[src/rtl/alu_pkg.sv]
// Shared encodings for the alu_issue stage: ALU codes, RV32I opcode/funct fields,
// FSM states and the instruction-to-ALU-code decoder.
package alu_pkg;

   typedef enum logic [2:0] {
      ALU_NOP = 3'd0,
      ALU_ADD = 3'd1,
      ALU_SUB = 3'd2,
      ALU_AND = 3'd3,
      ALU_OR  = 3'd4,
      ALU_SLL = 3'd5,
      ALU_SRL = 3'd6
   } alu_code_e;

   localparam logic [6:0] OPC_OP     = 7'b0110011;
   localparam logic [6:0] OPC_OP_IMM = 7'b0010011;

   localparam logic [2:0] F3_ADD = 3'b000;
   localparam logic [2:0] F3_SLL = 3'b001;
   localparam logic [2:0] F3_SRL = 3'b101;
   localparam logic [2:0] F3_OR  = 3'b110;
   localparam logic [2:0] F3_AND = 3'b111;

   localparam logic [6:0] F7_ZERO = 7'b0000000;
   localparam logic [6:0] F7_SUB  = 7'b0100000;

   typedef enum logic [1:0] {
      IDLE  = 2'd0,
      ISSUE = 2'd1,
      DRAIN = 2'd2
   } state_e;

   // ALU_NOP doubles as "not a supported instruction".
   function automatic alu_code_e decode_code(input logic [31:0] instr);
      logic [6:0] opc;
      logic [2:0] f3;
      logic [6:0] f7;
      alu_code_e  c;
      opc = instr[6:0];
      f3  = instr[14:12];
      f7  = instr[31:25];
      c   = ALU_NOP;
      if (opc == OPC_OP) begin
         case (f3)
            F3_ADD: begin
               if (f7 == F7_ZERO)     c = ALU_ADD;
               else if (f7 == F7_SUB) c = ALU_SUB;
            end
            F3_AND: c = ALU_AND;
            F3_OR:  c = ALU_OR;
            F3_SLL: if (f7 == F7_ZERO) c = ALU_SLL;
            F3_SRL: if (f7 == F7_ZERO) c = ALU_SRL;
            default: c = ALU_NOP;
         endcase
      end else if (opc == OPC_OP_IMM) begin
         case (f3)
            F3_ADD: c = ALU_ADD;
            F3_AND: c = ALU_AND;
            F3_OR:  c = ALU_OR;
            F3_SLL: if (f7 == F7_ZERO) c = ALU_SLL;
            F3_SRL: if (f7 == F7_ZERO) c = ALU_SRL;
            default: c = ALU_NOP;
         endcase
      end
      return c;
   endfunction

   function automatic logic is_shift(input alu_code_e c);
      return (c == ALU_SLL) || (c == ALU_SRL);
   endfunction

endpackage

[src/rtl/rv_regfile.sv]
// Register file: two async read ports, one debug read port, one sync write port,
// x0 hardwired to zero, asynchronous active-low clear of all entries.
module rv_regfile
   import alu_pkg::*;
#(
   parameter int XLEN  = 32,
   parameter int NREGS = 32
) (
   input  logic            clk,
   input  logic            rst_n,
   input  logic [4:0]      ra1_i,
   input  logic [4:0]      ra2_i,
   input  logic [4:0]      dbg_ra_i,
   output logic [XLEN-1:0] rd1_o,
   output logic [XLEN-1:0] rd2_o,
   output logic [XLEN-1:0] dbg_rd_o,
   input  logic            we_i,
   input  logic [4:0]      wa_i,
   input  logic [XLEN-1:0] wd_i
);

   logic [XLEN-1:0] mem_q [NREGS];

   always_ff @(posedge clk or negedge rst_n) begin
      if (!rst_n) begin
         for (int i = 0; i < NREGS; i++) mem_q[i] <= '0;
      end else if (we_i && (wa_i != 5'd0)) begin
         mem_q[wa_i] <= wd_i;
      end
   end

   assign rd1_o    = (ra1_i    == 5'd0) ? '0 : mem_q[ra1_i];
   assign rd2_o    = (ra2_i    == 5'd0) ? '0 : mem_q[ra2_i];
   assign dbg_rd_o = (dbg_ra_i == 5'd0) ? '0 : mem_q[dbg_ra_i];

endmodule

[src/rtl/alu_issue.sv]
// Issue/writeback stage in front of the 3-bit-coded ALU (IDLE -> ISSUE -> DRAIN).
// Optional ISSUE watchdog and sticky timeout output enabled by `define ALU_TIMEOUT_EN.
module alu_issue
   import alu_pkg::*;
#(
   parameter int XLEN           = 32,
   parameter int NREGS          = 32,
   parameter int TIMEOUT_CYCLES = 16
) (
   input  logic            clk,
   input  logic            rst_n,
   input  logic            instr_valid,
   input  logic [31:0]     instr,
   output logic            instr_ready,
   output logic [2:0]      alu_code,
   output logic [XLEN-1:0] alu_op1,
   output logic [XLEN-1:0] alu_op2,
   input  logic [XLEN-1:0] alu_result,
   input  logic            alu_ready,
   output logic            wb_valid,
   output logic [4:0]      wb_rd,
   output logic [XLEN-1:0] wb_data,
   output logic            illegal,
   input  logic [4:0]      dbg_raddr,
   output logic [XLEN-1:0] dbg_rdata
`ifdef ALU_TIMEOUT_EN
   ,output logic           timeout
`endif
);

   if (TIMEOUT_CYCLES < 1) begin : g_bad_timeout
      $error("TIMEOUT_CYCLES must be at least 1");
   end

   state_e          state_q, state_d;
   alu_code_e       code_q, code_d;
   logic [XLEN-1:0] op1_q, op1_d, op2_q, op2_d;
   logic [4:0]      rd_q, rd_d;
   logic            wb_valid_q, wb_valid_d;
   logic [4:0]      wb_rd_q, wb_rd_d;
   logic [XLEN-1:0] wb_data_q, wb_data_d;
   logic            illegal_q, illegal_d;
   logic            rf_we;
   logic [XLEN-1:0] rs1_data, rs2_data, dec_op2;
   alu_code_e       dec_code;

`ifdef ALU_TIMEOUT_EN
   localparam int            CW       = $clog2(TIMEOUT_CYCLES + 1);
   localparam logic [CW-1:0] CNT_LAST = CW'(TIMEOUT_CYCLES - 1);
   logic [CW-1:0] cnt_q, cnt_d;
   logic          timeout_q, timeout_d;
`endif

   rv_regfile #(.XLEN(XLEN), .NREGS(NREGS)) u_regfile (
      .clk      (clk),
      .rst_n    (rst_n),
      .ra1_i    (instr[19:15]),
      .ra2_i    (instr[24:20]),
      .dbg_ra_i (dbg_raddr),
      .rd1_o    (rs1_data),
      .rd2_o    (rs2_data),
      .dbg_rd_o (dbg_rdata),
      .we_i     (rf_we),
      .wa_i     (rd_q),
      .wd_i     (alu_result)
   );

   // The ALU shifts by its full op2, so shift amounts are trimmed to 5 bits here.
   always_comb begin
      dec_code = decode_code(instr);
      if (instr[6:0] == OPC_OP) begin
         dec_op2 = is_shift(dec_code) ? {{(XLEN-5){1'b0}}, rs2_data[4:0]} : rs2_data;
      end else begin
         dec_op2 = is_shift(dec_code) ? {{(XLEN-5){1'b0}}, instr[24:20]}
                                      : {{(XLEN-12){instr[31]}}, instr[31:20]};
      end
   end

   always_comb begin
      state_d    = state_q;
      code_d     = code_q;
      op1_d      = op1_q;
      op2_d      = op2_q;
      rd_d       = rd_q;
      wb_valid_d = 1'b0;
      wb_rd_d    = wb_rd_q;
      wb_data_d  = wb_data_q;
      illegal_d  = 1'b0;
      rf_we      = 1'b0;
`ifdef ALU_TIMEOUT_EN
      cnt_d      = cnt_q;
      timeout_d  = timeout_q;
`endif
      case (state_q)
         IDLE: begin
            if (instr_valid) begin
               if (dec_code != ALU_NOP) begin
                  code_d  = dec_code;
                  op1_d   = rs1_data;
                  op2_d   = dec_op2;
                  rd_d    = instr[11:7];
                  state_d = ISSUE;
`ifdef ALU_TIMEOUT_EN
                  cnt_d   = '0;
`endif
               end else begin
                  illegal_d = 1'b1;
               end
            end
         end
         ISSUE: begin
            if (alu_ready) begin
               rf_we      = 1'b1;
               wb_valid_d = 1'b1;
               wb_rd_d    = rd_q;
               wb_data_d  = alu_result;
               code_d     = ALU_NOP;
               state_d    = DRAIN;
            end
`ifdef ALU_TIMEOUT_EN
            else if (cnt_q == CNT_LAST) begin
               timeout_d = 1'b1;
               code_d    = ALU_NOP;
               state_d   = DRAIN;
            end else begin
               cnt_d = cnt_q + 1'b1;
            end
`endif
         end
         DRAIN: begin
            if (!alu_ready) state_d = IDLE;
         end
         default: begin
            code_d  = ALU_NOP;
            state_d = IDLE;
         end
      endcase
   end

   always_ff @(posedge clk or negedge rst_n) begin
      if (!rst_n) begin
         state_q    <= IDLE;
         code_q     <= ALU_NOP;
         op1_q      <= '0;
         op2_q      <= '0;
         rd_q       <= '0;
         wb_valid_q <= 1'b0;
         wb_rd_q    <= '0;
         wb_data_q  <= '0;
         illegal_q  <= 1'b0;
`ifdef ALU_TIMEOUT_EN
         cnt_q      <= '0;
         timeout_q  <= 1'b0;
`endif
      end else begin
         state_q    <= state_d;
         code_q     <= code_d;
         op1_q      <= op1_d;
         op2_q      <= op2_d;
         rd_q       <= rd_d;
         wb_valid_q <= wb_valid_d;
         wb_rd_q    <= wb_rd_d;
         wb_data_q  <= wb_data_d;
         illegal_q  <= illegal_d;
`ifdef ALU_TIMEOUT_EN
         cnt_q      <= cnt_d;
         timeout_q  <= timeout_d;
`endif
      end
   end

   assign instr_ready = (state_q == IDLE);
   assign alu_code    = code_q;
   assign alu_op1     = op1_q;
   assign alu_op2     = op2_q;
   assign wb_valid    = wb_valid_q;
   assign wb_rd       = wb_rd_q;
   assign wb_data     = wb_data_q;
   assign illegal     = illegal_q;
`ifdef ALU_TIMEOUT_EN
   assign timeout     = timeout_q;
`endif

endmodule

[config.mk]
export PLATFORM = sky130hd
export DESIGN_NAME = alu_issue
export DESIGN_NICKNAME = d
export VERILOG_FILES = /design/src/rtl/alu_pkg.sv /design/src/rtl/rv_regfile.sv /design/src/rtl/alu_issue.sv
export SDC_FILE = /design/constraint.sdc
export NUM_CORES = 2
export LEC_CHECK = 0
export ABC_AREA = 0
export CORE_MARGIN = 1.5
export CORE_UTILIZATION = 45
export CTS_CLUSTER_DIAMETER = 150
export CTS_CLUSTER_SIZE = 8
export DETAILED_ROUTE_END_ITERATION = 7
export GPL_TIMING_DRIVEN = 1
export HOLD_SLACK_MARGIN = 0.08
export SLEW_MARGIN = 10
export SYNTH_ARGS = -nofsm -noshare
export SYNTH_HDL_FRONTEND = slang
export SYNTH_SLANG_ARGS = --single-unit
[constraint.sdc]
create_clock -name clk -period 7 [get_ports clk]
set_input_delay 0.7 -clock clk [delete_from_list [all_inputs] [get_ports clk]]
set_output_delay 0.7 -clock clk [all_outputs]
set_load 0.03 [all_outputs]
After elaboration in Yosys (flattened, before gate mapping)
Cells that the tools add are included.
- $mul: 0
- reduce and logical (&&, ||, !) cells: 15
- div/mod/pow operators: 0
- equality and inequality tests: 15
- bitwise logic cells: 5
- add/subtract/negate cells: 0
- muxes and demuxes: 40
- order comparisons: 5
- shift operators: 0
- operator list (cell ; count):
    $bwmux W1024 ; 1
    $bmux W32 S5 ; 3
    $mux W32 ; 13
    $demux W32 S5 ; 1
    $pmux W3 S5 ; 2
    $ge A6 B6 Y1 const B ; 4
    $not A5 Y6 ; 4
    $mux W3 ; 7
    $eq A3 B3 Y1 const B ; 5
    $logic_not A5 Y1 ; 3
    $eq A7 B6 Y1 const B ; 2
    $mux W2 ; 6
    $pmux W3 S3 ; 1
    $reduce_and A4 Y1 ; 2
    $eq A7 B5 Y1 const B ; 1
    $logic_not A7 Y1 ; 1
    $lt A6 B1 Y1 const B ; 1
    $ne A2 B2 Y1 const B ; 3
    $pmux W2 S3 ; 1
    $mux W1 ; 5
    $reduce_bool A5 Y1 ; 1
    $eq A3 B1 Y1 const B ; 1
    $logic_not A3 Y1 ; 1
    $reduce_and A3 Y1 ; 1
    9 further kinds ; 10
- memories kept: 0
- flip-flop bits (word level): 1137
- input bits: 73
- bits in latches: 0
- logic and storage cells: 121
- ROM bits: 0
- output and inout port bits: 139
- RAM bits: 0

Longest topological paths before layout
- depth in word-level cells: 9
- gate-level depth with buffers: 10
- gate-level depth less buffers: 6

Hierarchy
Synthesis repeated with hierarchy kept, for this count alone.
- cell total of the unflattened synthesis: 4730
- area total of the unflattened synthesis: 67079.3 um^2
- modules (own cells, without submodules) (module ; seq. area each (um^2) ; cells an instance ; instances ; area each (um^2)):
    rv_regfile ; 25624.6 ; 4307 ; 1 ; 62469.9
    alu_issue ; 2827.7 ; 423 ; 1 ; 4609.4

Worst setup path after synthesis
Ideal clock, no wire load.
- path kind: in2out
- from: input dbg_raddr[0]
- to: output dbg_rdata[10]
- data required time: 6.300 ns
- stages on the path: 6
- setup slack: 3.631 ns
- arrival: 2.669 ns
- cells stage by stage: clkbuf_1 clkbuf_1 mux4_2 mux4_2 mux2i_1 nor2_1
- longest elaborated chain between the ends: 5
- elaborated cells between the ends (all ways): 6
- RTL lines (item ; RTL line ; text):
    start, declared ; alu_issue.sv:24 ; input logic [4:0] dbg_raddr,
    $not A5 Y6 (not written as such) ; rv_regfile.sv:34 ; assign dbg_rd_o = (dbg_ra_i == 5'd0) ? '0 : mem_q[dbg_ra_i];
    $bmux W32 S5 ; rv_regfile.sv:34 ;
    $mux W32 (not written as such) (2 in series) ; rv_regfile.sv:34 ;
    $mux W32 (*) ; rv_regfile.sv:34 ;
    end, declared ; alu_issue.sv:25 ; output logic [XLEN-1:0] dbg_rdata
Every way passes the cells marked *; elsewhere a longest branch is shown, timed or not. The select of a mux whose other input is x is not followed.

Final worst setup path
- from: input dbg_raddr[0]
- to: output dbg_rdata[27]
Same word-level chain as after synthesis.

==> impl_metrics.ini <==
[detailed_routing]
drc_errors = 0
vias = 45200
top_layer_used = met5
drtIter0Drc = 5212
wl_met3_um = 23000
wl_met1_um = 93100
drt_first_pass_iters = 8
post_drt_wl_per_cell_um = 37.3
viasPerCell = 7.11
finalWirelength_um = 237000
ant_nets = 0
wl_met2_um = 109000

[layout]
final_cell_mix = dfrtp_1, mux2_2, mux4_2
fin_nets = 4495
final_common_cell = dfrtp_1
fillers = 12300
areaGrowthSynthToFinish_pct = 12.2
layout-drive-gt1-share = 0.492

[sta]
slew_violations = 0
fin_crit_ns = 5.21
rsz0062_at_grt = no
period_share = 0.744
report.final.hold_viol_count = 0
layout_setup_ws_ns = 1.79
fin_tns_setup_ns = 0
finalSetupViolCount = 0
fmax_mhz = 192
relSlewSlack = 0.151
hold_ws_ns = 0.400
skew_ns = 0.0223
worstMarginPinSlew_ns = 1.27

[cts]
clk_pin_slew_ns = 0.05
htreeDepth = 4
cts.sinks = 1137
cts_inserted_buffers = 160
clock_path_buffers = 3
ctsHoldBuffers = 1
post_cts_buffers = 0
ctsRootBufferMaster = clkbuf_16
cts_resized = 0
cts_tree = done
clk_latency_ns = 0.79

[power]
powerDensity_mw_per_mm2 = 204
leakage_nw = 32.6
peakVddDrop_mv = 0.229
power_mw = 15.1

[floorplanning]
start_util = 0.454
rows = 140
io_pins = 212
dieArea_mm2 = 0.149
fp.coreArea_mm2 = 0.146
die_w_um = 386
fp.dieH_um = 386

[synth]
synth_top_area_share = 0.430
synth_warnings = 0
synth-edff-count = 0
yosysUniqueCellTypes = 60
async_flop_share = 1.00
synth_top_area_cell = dfrtp_1
postSynthAreaPerCell_um2 = 14.9
syn_area_mm2 = 0.0661
synthAdderAreaFrac = 0
syn-num-nets = 4522
synth_top_family_by_area = multiplexers
synth-compound-area-share = 0.0399
ys_seq_elements = 1137
synth_xor_area_frac = 0
netlist_instances = 4449
synth_ff_type = dfrtp_1
synthTopCellsByArea = dfrtp_1, mux4_2, mux2_2
seq_area_frac_synth = 0.430
yosys.area_share.simple = 0.0327
synthMuxAreaShare = 0.462

[placed_design]
io_buffers = 211
gp_congestion = 0.844
dpl.hpwl_um = 132000
place_ws_ns = 1.77

[grt]
antenna_found_initial = 11
grt_pass1_wl_um = 342000
grt_max_degree = 163
grt_overflow = 0
track_usage = 0.322
grt_pass1_vias = 45500

[min_path]
min_to = u_regfile.mem_q[996]
hp-class = reg2reg
hp-start = u_regfile.mem_q[996]
hold_depth = 0

[setup_path]
path_class = in2out
r2r_cells = 7
worstSetupEndpointType = primary output
r2r_slack_ns = 3.12
startpoint_type = input pin
r2r_start = state_q[1]
crit_arrival_ns = 4.51
cp_max_fo = 60
worstPathRequired_ns = 6.30
rr_endpoint = u_regfile.mem_q[29]

[job]
maxCapViolations = 0

[run_status]
status = complete, no violations
critical path, cell delays in order:
cell and delay [ns]:
buf_8 0.51, buf_4 0.65, mux4_2 0.59, mux4_2 0.51, mux2i_1 0.65, nor2_1 0.12, clkdlybuf4s50_1 0.63
cells by family (layout without fill, tap and decap cells):
| kind of cell | after synthesis | in the layout |
|---|---|---|
| other | 0 | 5 |
| muxes | 1892 | 1892 |
| AOI/OAI and AO/OA | 405 | 405 |
| DFF | 1137 | 1137 |
| and+or+nand+nor | 483 | 483 |
| buffers and inverters | 532 | 517 |
area by class of cell:
| cell class | instances | area (um^2) | share of cell area |
|---|---|---|---|
| repair buffers | 337 | 3290 | 0.0444 |
| diodes | 5 | 12.5 | 0.000169 |
| clock inverters | 5 | 51.3 | 0.000692 |
| inverters | 6 | 22.5 | 0.000304 |
| flip-flops and latches | 1137 | 28500 | 0.384 |
| well taps | 1917 | 2400 | 0.0324 |
| clock buffers | 169 | 4210 | 0.0568 |
| multi-input cells | 2780 | 35700 | 0.481 |
through the flow:
stage,std cells,utilization,area (um^2)
floorplan,4449,-,66100
global placement,6176,0.479,69800
detailed placement,6176,0.479,69800
CTS,6351,0.509,74100
global route,6354,0.509,74100
finish,6356,0.509,74100
power by group:
group / switching (mW) / internal [mW] / leakage, nW
clock: 2.88 / 4.17 / 2.10
sequential: 0.0533 / 6.65 / 15.8
combinational: 0.914 / 0.427 / 14.6
total: 3.85 / 11.2 / 32.6
cells in the mapped netlist (all sizes together) (4+ instances only):
cell type	number
nor3	25
a21oi	81
inv	6
a2111oi	7
nand3b	4
mux2	1000
clkbuf	279
o21ai	73
a22oi	167
buf	247
nor2	58
nand2	271
and2	10
mux4	827
nor2b	15
nand3	64
dfrtp	1137
nand2b	9
o31ai	4
a211oi	12
and3	8
mux2i	65
a32o	4
o22ai	8
a31oi	36
state kept, by name, summed over array words and instances (netlist names):
signal	count
u_regfile.mem_q	1024
alu_code	3
wb_data	32
wb_valid	1
illegal	1
state_q	2
wb_rd	5
rd_q	5
alu_op1	32
alu_op2	32
how the worst max path moves through the flow:
stage                 startpoint       endpoint  slack (ns)  depth (start not counted)
floorplan           dbg_raddr[0]  dbg_rdata[10]        3.63                          6
global placement    dbg_raddr[0]  dbg_rdata[27]        1.84                          7
detailed placement  dbg_raddr[0]  dbg_rdata[27]        1.77                          7
CTS                 dbg_raddr[0]  dbg_rdata[27]        1.77                          7
global route        dbg_raddr[0]  dbg_rdata[27]        1.49                          7
finish              dbg_raddr[0]  dbg_rdata[27]        1.79                          7
per-layer routing:
metal  track usage  vias to the layer above
met5             0                        -
met4         0.151                        4
met3        0.0790                      608
met2         0.488                     2717
met1         0.439                    24400
li1              -                    17400
(Power assumes the default switching activity.)
